[config.mk]
export PLATFORM = sky130hd
export DESIGN_NAME = interp_row_fifo
export DESIGN_NICKNAME = d
export VERILOG_FILES = /design/src/rtl/interp_pkg.sv /design/src/rtl/interp_fifo_mem.sv /design/src/rtl/interp_row_fifo.sv
export SDC_FILE = /design/constraint.sdc
export NUM_CORES = 1
export LEC_CHECK = 0
export ABC_AREA = 1
export ABC_CLOCK_PERIOD_IN_PS = 15130
export CAP_MARGIN = 10
export CELL_PAD_IN_SITES_DETAIL_PLACEMENT = 0
export CELL_PAD_IN_SITES_GLOBAL_PLACEMENT = 1
export CORE_MARGIN = 4
export CORE_UTILIZATION = 47
export CTS_CLUSTER_DIAMETER = 200
export DETAILED_ROUTE_END_ITERATION = 8
export PLACE_DENSITY_LB_ADDON = 0.08
export RECOVER_POWER = 100
export SYNTH_ARGS = -nofsm -noshare
export SYNTH_HDL_FRONTEND = slang
export SYNTH_SLANG_ARGS = --single-unit
[constraint.sdc]
create_clock -name CLK -period 15.13 [get_ports CLK]
set_input_delay 1.513 -clock CLK [delete_from_list [all_inputs] [get_ports CLK]]
set_output_delay 1.513 -clock CLK [all_outputs]
set_load 0.02 [all_outputs]
[src/rtl/interp_pkg.sv]
// interp_pkg: row geometry, sample extraction and FIFO defaults for the interpolation datapath.
package interp_pkg;
  localparam int SAMPLE_W = 11;
  localparam int N_SAMPLES = 15;
  localparam int ROW_W = N_SAMPLES * SAMPLE_W;
  localparam int INTERP_FIFO_DEPTH = 8;
  function automatic logic signed [SAMPLE_W-1:0] get_sample(input logic [ROW_W-1:0] row, input int idx);
    return row[idx*SAMPLE_W +: SAMPLE_W];
  endfunction
endpackage

[src/rtl/interp_fifo_mem.sv]
// interp_fifo_mem: DEPTH x ROW_W register array, one write port, asynchronous read port.
module interp_fifo_mem #(
  parameter int ROW_W = interp_pkg::ROW_W,
  parameter int DEPTH = interp_pkg::INTERP_FIFO_DEPTH,
  localparam int AW = $clog2(DEPTH)
) (
  input  logic             clk,
  input  logic             we,
  input  logic [AW-1:0]    wr_addr,
  input  logic [ROW_W-1:0] wr_data,
  input  logic [AW-1:0]    rd_addr,
  output logic [ROW_W-1:0] rd_data
);
  logic [ROW_W-1:0] mem [DEPTH];
  always_ff @(posedge clk)
    if (we) mem[wr_addr] <= wr_data;
  assign rd_data = mem[rd_addr];
endmodule

[src/rtl/interp_row_fifo.sv]
// interp_row_fifo: first-word-fall-through elastic row buffer between row mux and filter.
// Define INTERP_FIFO_LEVEL_EN to expose the registered occupancy on LEVEL.
module interp_row_fifo #(
  parameter int ROW_W = interp_pkg::ROW_W,
  parameter int DEPTH = interp_pkg::INTERP_FIFO_DEPTH,
  localparam int PTR_W = $clog2(DEPTH)
) (
  input  logic             CLK,
  input  logic             RST_N,
  input  logic             FLUSH,
  input  logic [ROW_W-1:0] IN_ROW,
  input  logic             IN_VALID,
  output logic             IN_READY,
  output logic [ROW_W-1:0] OUT_ROW,
  output logic             OUT_VALID,
`ifdef INTERP_FIFO_LEVEL_EN
  output logic [PTR_W:0]   LEVEL,
`endif
  input  logic             OUT_READY
);
  localparam logic [PTR_W:0] FULL = (PTR_W+1)'(DEPTH);
  logic [PTR_W-1:0] wr_ptr_q, wr_ptr_d, rd_ptr_q, rd_ptr_d;
  logic [PTR_W:0] count_q, count_d;
  logic push, pop;
  logic [ROW_W-1:0] head;
  always_comb begin
    IN_READY = count_q != FULL;
    OUT_VALID = count_q != '0;
    push = IN_VALID & IN_READY;
    pop = OUT_VALID & OUT_READY;
    OUT_ROW = OUT_VALID ? head : '0;
    wr_ptr_d = FLUSH ? '0 : wr_ptr_q + PTR_W'(push);
    rd_ptr_d = FLUSH ? '0 : rd_ptr_q + PTR_W'(pop);
    count_d = FLUSH ? '0 : count_q + (PTR_W+1)'(push) - (PTR_W+1)'(pop);
  end
  always_ff @(posedge CLK or negedge RST_N)
    if (!RST_N) begin
      wr_ptr_q <= '0;
      rd_ptr_q <= '0;
      count_q <= '0;
    end else begin
      wr_ptr_q <= wr_ptr_d;
      rd_ptr_q <= rd_ptr_d;
      count_q <= count_d;
    end
  interp_fifo_mem #(.ROW_W(ROW_W), .DEPTH(DEPTH)) u_mem (
    .clk(CLK),
    .we(push & ~FLUSH),
    .wr_addr(wr_ptr_q),
    .wr_data(IN_ROW),
    .rd_addr(rd_ptr_q),
    .rd_data(head)
  );
`ifdef INTERP_FIFO_LEVEL_EN
  assign LEVEL = count_q;
`endif
endmodule

## Yosys cells after proc, flatten, opt, wreduce, memory -nomap -nowiden

Memory sizes are Yosys's and may differ from the RTL's.
Index checks and enable logic that the tools add are counted.

| storage, ports and cells | value |
|---|---|
| flip-flop bits (word level) | 10 |
| input bits | 170 |
| output and inout bits | 167 |
| bits in writable memories | 1320 |
| word-level logic and storage cells | 20 |
| memories kept | 1 |

Memories:

| memory | depth | bits a word | rd ports | clocked after memory_dff | wr ports | RTL line | RTL |
|---|---|---|---|---|---|---|---|
| u_mem.mem | 8 | 165 | 1 | 0 | 1 | interp_fifo_mem.sv:14 | `logic [ROW_W-1:0] mem [DEPTH];` |

| operators by class | value |
|---|---|
| add/sub/neg operators | 4 |
| bitwise logic cells | 4 |
| reductions and logical operators | 1 |
| mux-type cells | 6 |
| eq/ne operators | 1 |

Operators by type and width:

| kind | count |
|---|---|
| two-way mux 165 bit | 1 |
| adder 3 x 1 -> 3 bit | 2 |
| two-way mux 3 bit | 2 |
| adder 4 x 1 -> 4 bit | 1 |
| two-way mux 4 bit | 1 |
| inequality test 4 bit, second input constant | 1 |
| nonzero test 4 bit | 1 |
| subtractor 4 x 1 -> 4 bit | 1 |
| bitwise AND 1 bit | 3 |
| two-way mux 1 bit | 2 |
| inverter 1 bit | 1 |

## Depth between registers and ports, before layout

Gate-level depths: netlist of run 1.

| logic depth | value |
|---|---|
| depth after elaboration | 5 |
| mapped depth | 12 |
| mapped depth without buffers | 11 |

## Modules after synthesis

From an unflattened synthesis of run 1, not the netlist that was laid out.

| unflattened totals | value |
|---|---|
| cells, all modules | 6136 |
| area, all modules | 59250.6 um^2 |

By module, submodules not included:

| module | cells an instance | seq. area each (um^2) | area an instance (um^2) | instances |
|---|---|---|---|---|
| interp_fifo_mem | 5721 | 39638.0 | 57307.5 | 1 |
| interp_row_fifo | 415 | 250.2 | 1943.1 | 1 |

## Worst setup path before layout of run 1

Ideal clock, no wire load.

| timing path | value |
|---|---|
| path type | input to register |
| start point | input port FLUSH |
| end point | memory u_mem.mem[6][0] in the netlist's numbering, enable pin |
| cell stages on the path | 4 |
| buffers on the path | 1 |
| arrival | 13060 ps |
| slack | 1177 ps |
| setup time | 893 ps |
| required time | 14237 ps |
| cell sequence | clkbuf_1 -> inv_1 -> nand2_1 -> nor3_1 |

| between the ends | value |
|---|---|
| longest elaborated chain between the ends | 4 |

Ends and longest elaborated chain:

| what | RTL line | RTL |
|---|---|---|
| start, declared | interp_row_fifo.sv:10 | `input logic FLUSH,` |
| inverter 1 bit | interp_row_fifo.sv:48 | `.we(push & ~FLUSH),` |
| bitwise AND 1 bit | interp_row_fifo.sv:48 |  |
| two-way mux 1 bit | interp_fifo_mem.sv:16 | `if (we) mem[wr_addr] <= wr_data;` |
| two-way mux 1 bit (implied by the code) | interp_fifo_mem.sv:16 |  |
| end, declared | interp_fifo_mem.sv:14 |  |

No other way between the ends.

## Final worst setup path of run 1

| timing path | value |
|---|---|
| start point | register rd_ptr_q[0] |
| end point | output port OUT_ROW[89] |

| between the ends | value |
|---|---|
| longest elaborated chain between the ends | 2 |

Ends and longest elaborated chain:

| what | RTL line | RTL |
|---|---|---|
| start, declared | interp_row_fifo.sv:22 | `logic [PTR_W-1:0] wr_ptr_q, wr_ptr_d, rd_ptr_q, rd_ptr_d;` |
| start signal, assigned | interp_row_fifo.sv:43 | `rd_ptr_q <= rd_ptr_d;` |
| memory read (8 x 165 bit) | - |  |
| two-way mux 165 bit | interp_row_fifo.sv:31 | `OUT_ROW = OUT_VALID ? head : '0;` |
| end, declared | interp_row_fifo.sv:14 | `output logic [ROW_W-1:0] OUT_ROW,` |

No other way between the ends.

==> results.md, run 1 <==
- Fraction of post-synthesis cell area in the top cell type by area: 68.21%
- Max-slew violations: 1,847
- Net count after synthesis: 5,977
- DR vias/cell: 4.773
- Starting density of the core: 47.49%
- Iteration count of the initial detailed-routing pass: 5
- Outcome: finished, violations left
- Worst skew pair latency: 730 ps
- Count of buffers from port buffering: 336
- Time the final worst path needs with I/O delays and setup: 10,660 ps
- Data arrival time of the worst path: 9140 ps
- Post-CTS sizing: 0
- Busiest layer in global routing: met2
- TritonCTS Buffers: 148
- Via count of the first global-routing pass: 36,160
- Cell with the most instances after synthesis: sky130_fd_sc_hd__nand2_1
- Wirelength, routed: 140,900 microns
- Highest attainable clock frequency: 0.09385 GHz
- Wire length of the first global-routing pass: 216,300 microns
- Transition time of the tightest slew-check pin: 10,230 ps
- Main synth FF type: sky130_fd_sc_hd__edfxtp_1
- Mapped cell area: 58,110 sq um
- Floorplan die width: 359.6 microns
- Initial antenna violation count: 58
- Total number of vias: 37,250
- Number of placed I/O pins: 337
- Kind of critical path: flop to output port
- Net total in the final layout: 6,235
- DRC violation count after routing: 0
- M3 GR Usage: 4.151%
- Ratio of cells with drive above 1 in the final layout: 3.346%
- Biggest area consumer among synthesized cells: sky130_fd_sc_hd__edfxtp_1
- Setup repair after global routing missed its margin: false
- Maximum clock path buffer count: 3
- Mean area per synthesized cell: 10.03 sq um
- Setup Total Neg Slack: 0 ps
- Clock tree from TritonCTS: yes
- Layout Skew: 19.76 ps
- Total number of clock tree sinks: 1,330
- Number of hold buffers added after cts: 0
- Clock transition at the registers of the reported paths: 50 ps
- Root buffer selected by CTS: sky130_fd_sc_hd__clkbuf_16
- Total congestion overflow: 0
- Number of fill cells in the layout: 10,720
- Power Dens Cells: 166.4 nW/um^2
- Async set-reset flop share out of synthesis: 0.7519%
- Number of failing hold endpoints at the final stage: 0
- Utilization after layout: 54.73%
- Post-DP HPWL: 67,690 microns
- Peak supply drop: 0.1660 mV
- Pin count of the biggest net entering global routing: 220
- Synth top area cells: sky130_fd_sc_hd__edfxtp_1 (68%), sky130_fd_sc_hd__nand2_1 (11%), sky130_fd_sc_hd__inv_1 (8.6%)
- Failing checks: max-capacitance violations, max-slew violations
- Overall die height: 359.6 microns
- Worst-path fanout max: 186
- CP Launch Type: flop
- Final setup violation count: 0
- Yosys warning total: 0
- CP Capture Type: output port
- Post-Synthesis Cells: 5,796
- Portion of the post-synthesis area used by sequential elements: 68.64%
- GRT met1 Usage: 28.52%
- Type of the worst min-delay path: flop to flop
- Static Leakage: 29.53 nW
- Final weighted congestion of routability-driven global placement: 0.7302
- Critical path required time: 13,620 ps
- Global routing usage on met2: 36.68%
- Maximum level of the CTS H-tree: 4
- Yosys cell types: 19
- Die area: 129,300 sq um
- Core Footprint: 122,400 sq um
- ANT nets after route: 0
- Tightest slew margin relative to the limit: -582.1%
- Row Count: 128
- Overall track demand over capacity in global routing: 21.63%
- Number of synthesized flops with an enable pin: 1,320
- Layout overhead on the synthesized area: 15.24%
- Post-synth top cells: sky130_fd_sc_hd__nand2_1 (1,657), sky130_fd_sc_hd__inv_1 (1,337), sky130_fd_sc_hd__edfxtp_1 (1,320)
- Final period util: 70.42%
- Average wire per standard cell: 18.05 microns
- Post-synthesis sequential element count: 1,330
- Post-CTS repair timing setup buffer count: 0
- Max capacitance violation total: 30
- DRC violation total after the first TritonRoute iteration: 2,385
-- state kept, by name (all words and copies together), names as in the netlist --
| signal | flops |
|---|---|
| count_q | 4 |
| rd_ptr_q | 3 |
| u_mem.mem | 1320 |
| wr_ptr_q | 3 |
-- layer usage --
metal  vias to the layer above  part of all wire, %
met3                       240                  5.4
met5                         -                0.062
met2                       759                   48
met4                        14                  2.4
met1                     17570                   44
li1                      18670                    -
-- cell families (layout without fill, tap and decap cells) --
| family | after synthesis | after routing | synth area share (%) |
|---|---|---|---|
| adders and majority gates | 11 | 11 | 0.2498 |
| AOI/OAI and AO/OA | 4 | 4 | 0.03444 |
| and+or+nand+nor | 2834 | 2834 | 20.11 |
| xor gates and xnor gates | 2 | 2 | 0.03015 |
| other | 0 | 24 | 0 |
| buffers and inverters | 1615 | 1975 | 10.93 |
| DFF | 1330 | 1330 | 68.64 |
-- metrics by stage --
stage	instance area [sq um]	power, mW	cells	hold WS (ps)	worst slack (ps)
3_3_place_gp	62710	7.995	7529	577.5	8040
5_1_grt	66940	11.78	7793	674.9	3677
6_report	66970	11.15	7805	604.0	4475
2_1_floorplan	58110	6.579	5796	542.2	1177
4_1_cts	67110	11.33	7781	600.1	7176
3_5_place_dp	62710	7.998	7529	592.4	7981
-- report_power, final --
part           switching, mW  internal (mW)  leakage, nW  total [mW]
logic                   2.37           1.20         15.3        3.58
clock network           1.37           1.94         2.15        3.30
registers             0.0546           4.21         12.0        4.26
-- cell usage in the layout, fill, tap and decap left out, drive strengths merged --
master / instances
a21oi: 3
and2: 1
buf: 18
bufinv: 6
clkbuf: 221
clkdlybuf4s50: 8
clkinv: 50
clkinvlp: 1
dfrtp: 10
diode: 24
dlygate4sd3: 328
edfxtp: 1320
fa: 1
ha: 10
inv: 1343
nand2: 1657
nand3: 829
nor2: 339
nor3: 8
o21ai: 1
xnor2: 2
-- path summary, 6_finish.rpt --
path                             start  cells past startpoint               end  slack (ps)
hold / removal             wr_ptr_q[2]                      2       wr_ptr_q[2]         600
setup reg to reg            count_q[2]                      8  u_mem.mem[3][94]        5940
setup / recovery           rd_ptr_q[0]                     10       OUT_ROW[89]        4470
hold reg to reg            wr_ptr_q[2]                      2       wr_ptr_q[2]         600
min in group asynchronous        RST_N                      1       wr_ptr_q[0]        1190
max in group asynchronous        RST_N                      1       rd_ptr_q[2]       13560
-- worst max-delay path, stage by stage (launching register included) --
cell and delay (ps):
sky130_fd_sc_hd__dfrtp_1 1290, sky130_fd_sc_hd__inv_8 1230, sky130_fd_sc_hd__buf_4 900, sky130_fd_sc_hd__clkbuf_1 2460, sky130_fd_sc_hd__buf_4 1110, sky130_fd_sc_hd__nand2_1 110
sky130_fd_sc_hd__nand3_1 110, sky130_fd_sc_hd__nand3_1 80, sky130_fd_sc_hd__nand2_1 100, sky130_fd_sc_hd__nor2_1 110, sky130_fd_sc_hd__dlygate4sd3_1 670
-- cell type report --
cell class	count	area, sq um	area share, %
Sequential cell	1330	39900	59.58
Clock inverter	61	432.9	0.6465
Timing Repair Buffer	384	3650	5.450
Tap cell	1625	2033	3.036
Clock buffer	191	3971	5.930
Inverter	1339	5041	7.528
Antenna cell	24	60.06	0.08968
Multi-Input combinational cell	2851	11880	17.74
No activity file was read; power rests on OpenSTA's default activity.
==> run 2: changes to the inputs <==
ABC_CLOCK_PERIOD_IN_PS = 11000   (was 15130)
clock period = 11 ns   (was 15.13 ns; I/O delays follow)
==> results.md, run 2 (synthesis results as in run 1) <==
- Utilization after layout: 54.89% (+0.16 points)
- Worst-path fanout max: 108 (-42%)
- Peak supply drop: 0.1891 mV (+14%)
- Worst skew pair latency: 730 ps (about the same)
- Row Count: 128 (unchanged)
- Final design instance area without fill: 67,170 sq um (+0.30%)
- Final non-filler cell total: 7,803 (-0.026%)
- Post-DP HPWL: 67,330 microns (-0.53%)
- Power, Total: 15.36 mW (+38%)
- Clock transition at the registers of the reported paths: 50 ps (about the same)
- Wire length of the first global-routing pass: 217,700 microns (+0.66%)
- Leading cell types in the layout, fill and taps excluded: sky130_fd_sc_hd__nand2_1 (1,657), sky130_fd_sc_hd__inv_1 (1,337), sky130_fd_sc_hd__edfxtp_1 (1,320)
- Root buffer selected by CTS: sky130_fd_sc_hd__clkbuf_16
- Failing checks: max-capacitance violations, max-slew violations
- Wirelength, routed: 141,300 microns (+0.31%)
- Core Footprint: 122,400 sq um (unchanged)
- Setup repair after global routing missed its margin: false
- Tightest slew margin relative to the limit: -402.1% (+180 points)
- Largest registers: u_mem.mem: 1320 flops, count_q: 4 flops
- Final weighted congestion of routability-driven global placement: 0.7252 (-0.68%)
- Worst slack on hold paths: 602.9 ps (-1.172 ps)
- Layout overhead on the synthesized area: 15.59%
- Reg with most FFs: u_mem.mem
- Placed cell count: 7,527 (-0.027%)
- Most common cell after layout, fill and taps aside: sky130_fd_sc_hd__nand2_1
- Count of buffers from port buffering: 336 (unchanged)
- Iteration count of the initial detailed-routing pass: 6 (+1)
- Static Leakage: 29.64 nW (+0.39%)
- Overall track demand over capacity in global routing: 21.70% (+0.072 points)
- Number of placed I/O pins: 337 (unchanged)
- Number of fill cells in the layout: 10,740 (+0.16%)
- Final period util: 73.36%
- Post-CTS sizing: 0 (unchanged)
- Standard cell area after detailed placement: 62,710 sq um (about the same)
- DRC violation count after routing: 0 (unchanged)
- Starting density of the core: 47.49% (unchanged)
- CP Capture Type: flop
- Power Dens Cells: 228.7 nW/um^2 (+37%)
- Maximum level of the CTS H-tree: 4 (unchanged)
- ANT nets after route: 0 (unchanged)
- Max capacitance violation total: 24 (-20%)
- DR vias/cell: 4.813 (+0.83%)
- Logic depth of the worst register-to-register path: 8 (unchanged)
- Die area: 129,300 sq um (unchanged)
- Kind of critical path: input pin to flop
- Highest attainable clock frequency: 0.1239 GHz
- Number of failing hold endpoints at the final stage: 0 (unchanged)
- Total congestion overflow: 0 (unchanged)
- Overall die height: 359.6 microns (unchanged)
- Transition time of the tightest slew-check pin: 7532 ps (-2699 ps)
- Post-CTS repair timing setup buffer count: 0 (unchanged)
- Floorplan die width: 359.6 microns (unchanged)
- Largest register FFs: 1,320 (unchanged)
- Number of hold buffers added after cts: 0 (unchanged)
- Outcome: finished, violations left
- Critical path required time: 11,110 ps (-2510 ps)
- Initial antenna violation count: 58 (unchanged)
- Pin count of the biggest net entering global routing: 229 (+4.1%)
- Net total in the final layout: 6,233 (-0.032%)
- Average wire per standard cell: 18.11 microns (+0.33%)
- Maximum clock path buffer count: 3 (unchanged)
- Type of the worst min-delay path: flop to flop
- DRC violation total after the first TritonRoute iteration: 2,278 (-4.5%)
- Via count of the first global-routing pass: 36,530 (+1.0%)
- Data arrival time of the worst path: 8180 ps (-960 ps)
- Clock tree from TritonCTS: yes
- Total number of clock tree sinks: 1,330 (unchanged)
- Cell count of the worst hold path: 2 (unchanged)
- Layout Skew: 19.99 ps (+0.2322 ps)
- Final setup violation count: 0 (unchanged)
- Max-slew violations: 1,360 (-26%)
- TritonCTS Buffers: 148 (unchanged)
- Total number of vias: 37,550 (+0.80%)
- CP Launch Type: input pin
- Time the final worst path needs with I/O delays and setup: 8070 ps
- Ratio of cells with drive above 1 in the final layout: 3.541% (+0.19 points)
==> run 2: cell count changes in the layout (fill, tap and decap cells not counted), moves of 2 or more <==
| cell | previous run | this run |
|---|---|---|
| sky130_fd_sc_hd__bufinv_16 | 6 | 9 |
| sky130_fd_sc_hd__inv_6 | 4 | 2 |
| sky130_fd_sc_hd__clkinv_1 | 32 | 30 |
| sky130_fd_sc_hd__clkbuf_16 | 153 | 157 |
| sky130_fd_sc_hd__buf_4 | 15 | 18 |
| sky130_fd_sc_hd__diode_2 | 24 | 22 |
| sky130_fd_sc_hd__clkdlybuf4s25_1 | 0 | 2 |
| sky130_fd_sc_hd__clkbuf_1 | 67 | 55 |
==> run 2: final timing paths <==
path / from / end / slack (ps)
max: FLUSH / u_mem.mem[5][95] / 2930
min: wr_ptr_q[2] / wr_ptr_q[2] / 600
max reg2reg: count_q[2] / u_mem.mem[5][95] / 3310
min reg2reg: wr_ptr_q[2] / wr_ptr_q[2] / 600
max in group asynchronous: RST_N / rd_ptr_q[2] / 9750
min in group asynchronous: RST_N / wr_ptr_q[0] / 810
==> run 2: worst max-delay path, cell delays in order <==
cell and delay, ps:
sky130_fd_sc_hd__dlygate4sd3_1 690, sky130_fd_sc_hd__inv_1 160, sky130_fd_sc_hd__nand2_1 190, sky130_fd_sc_hd__nor3_1 410
sky130_fd_sc_hd__clkdlybuf4s25_1 5540
==> run 2: area by class of cell <==
class / instances / area (sq um) / share of cell area [%]
flip-flops and latches: 1330 / 39900 / 59.40
multi-input cells: 2851 / 11880 / 17.69
inverters: 1339 / 5041 / 7.505
clock buffers: 192 / 4060 / 6.045
repair buffers: 382 / 3684 / 5.484
well taps: 1625 / 2033 / 3.027
clock inverters: 62 / 514.2 / 0.7656
diodes: 22 / 55.05 / 0.08197
==> run 2: metrics by stage <==
step	worst slack (ps)	TNS [ps]
6_report	2930	0
5_1_grt	2392	0
4_1_cts	4729	0
3_5_place_dp	5529	0
3_3_place_gp	5522	0
2_1_floorplan	-2540	-3352140
==> run 2: power breakdown <==
part	internal [mW]	total [mW]	switching, mW
clock network	2.79	4.69	1.90
registers	5.78	5.88	0.103
logic	1.55	4.79	3.24
total	10.1	15.4	5.24
==> run 2: routing by layer <==
layer  part of all wire [%]  track usage, %
met2                     49           37.64
met5                  0.064               0
met4                    2.0           5.519
met3                    5.4           4.279
met1                     43           28.11
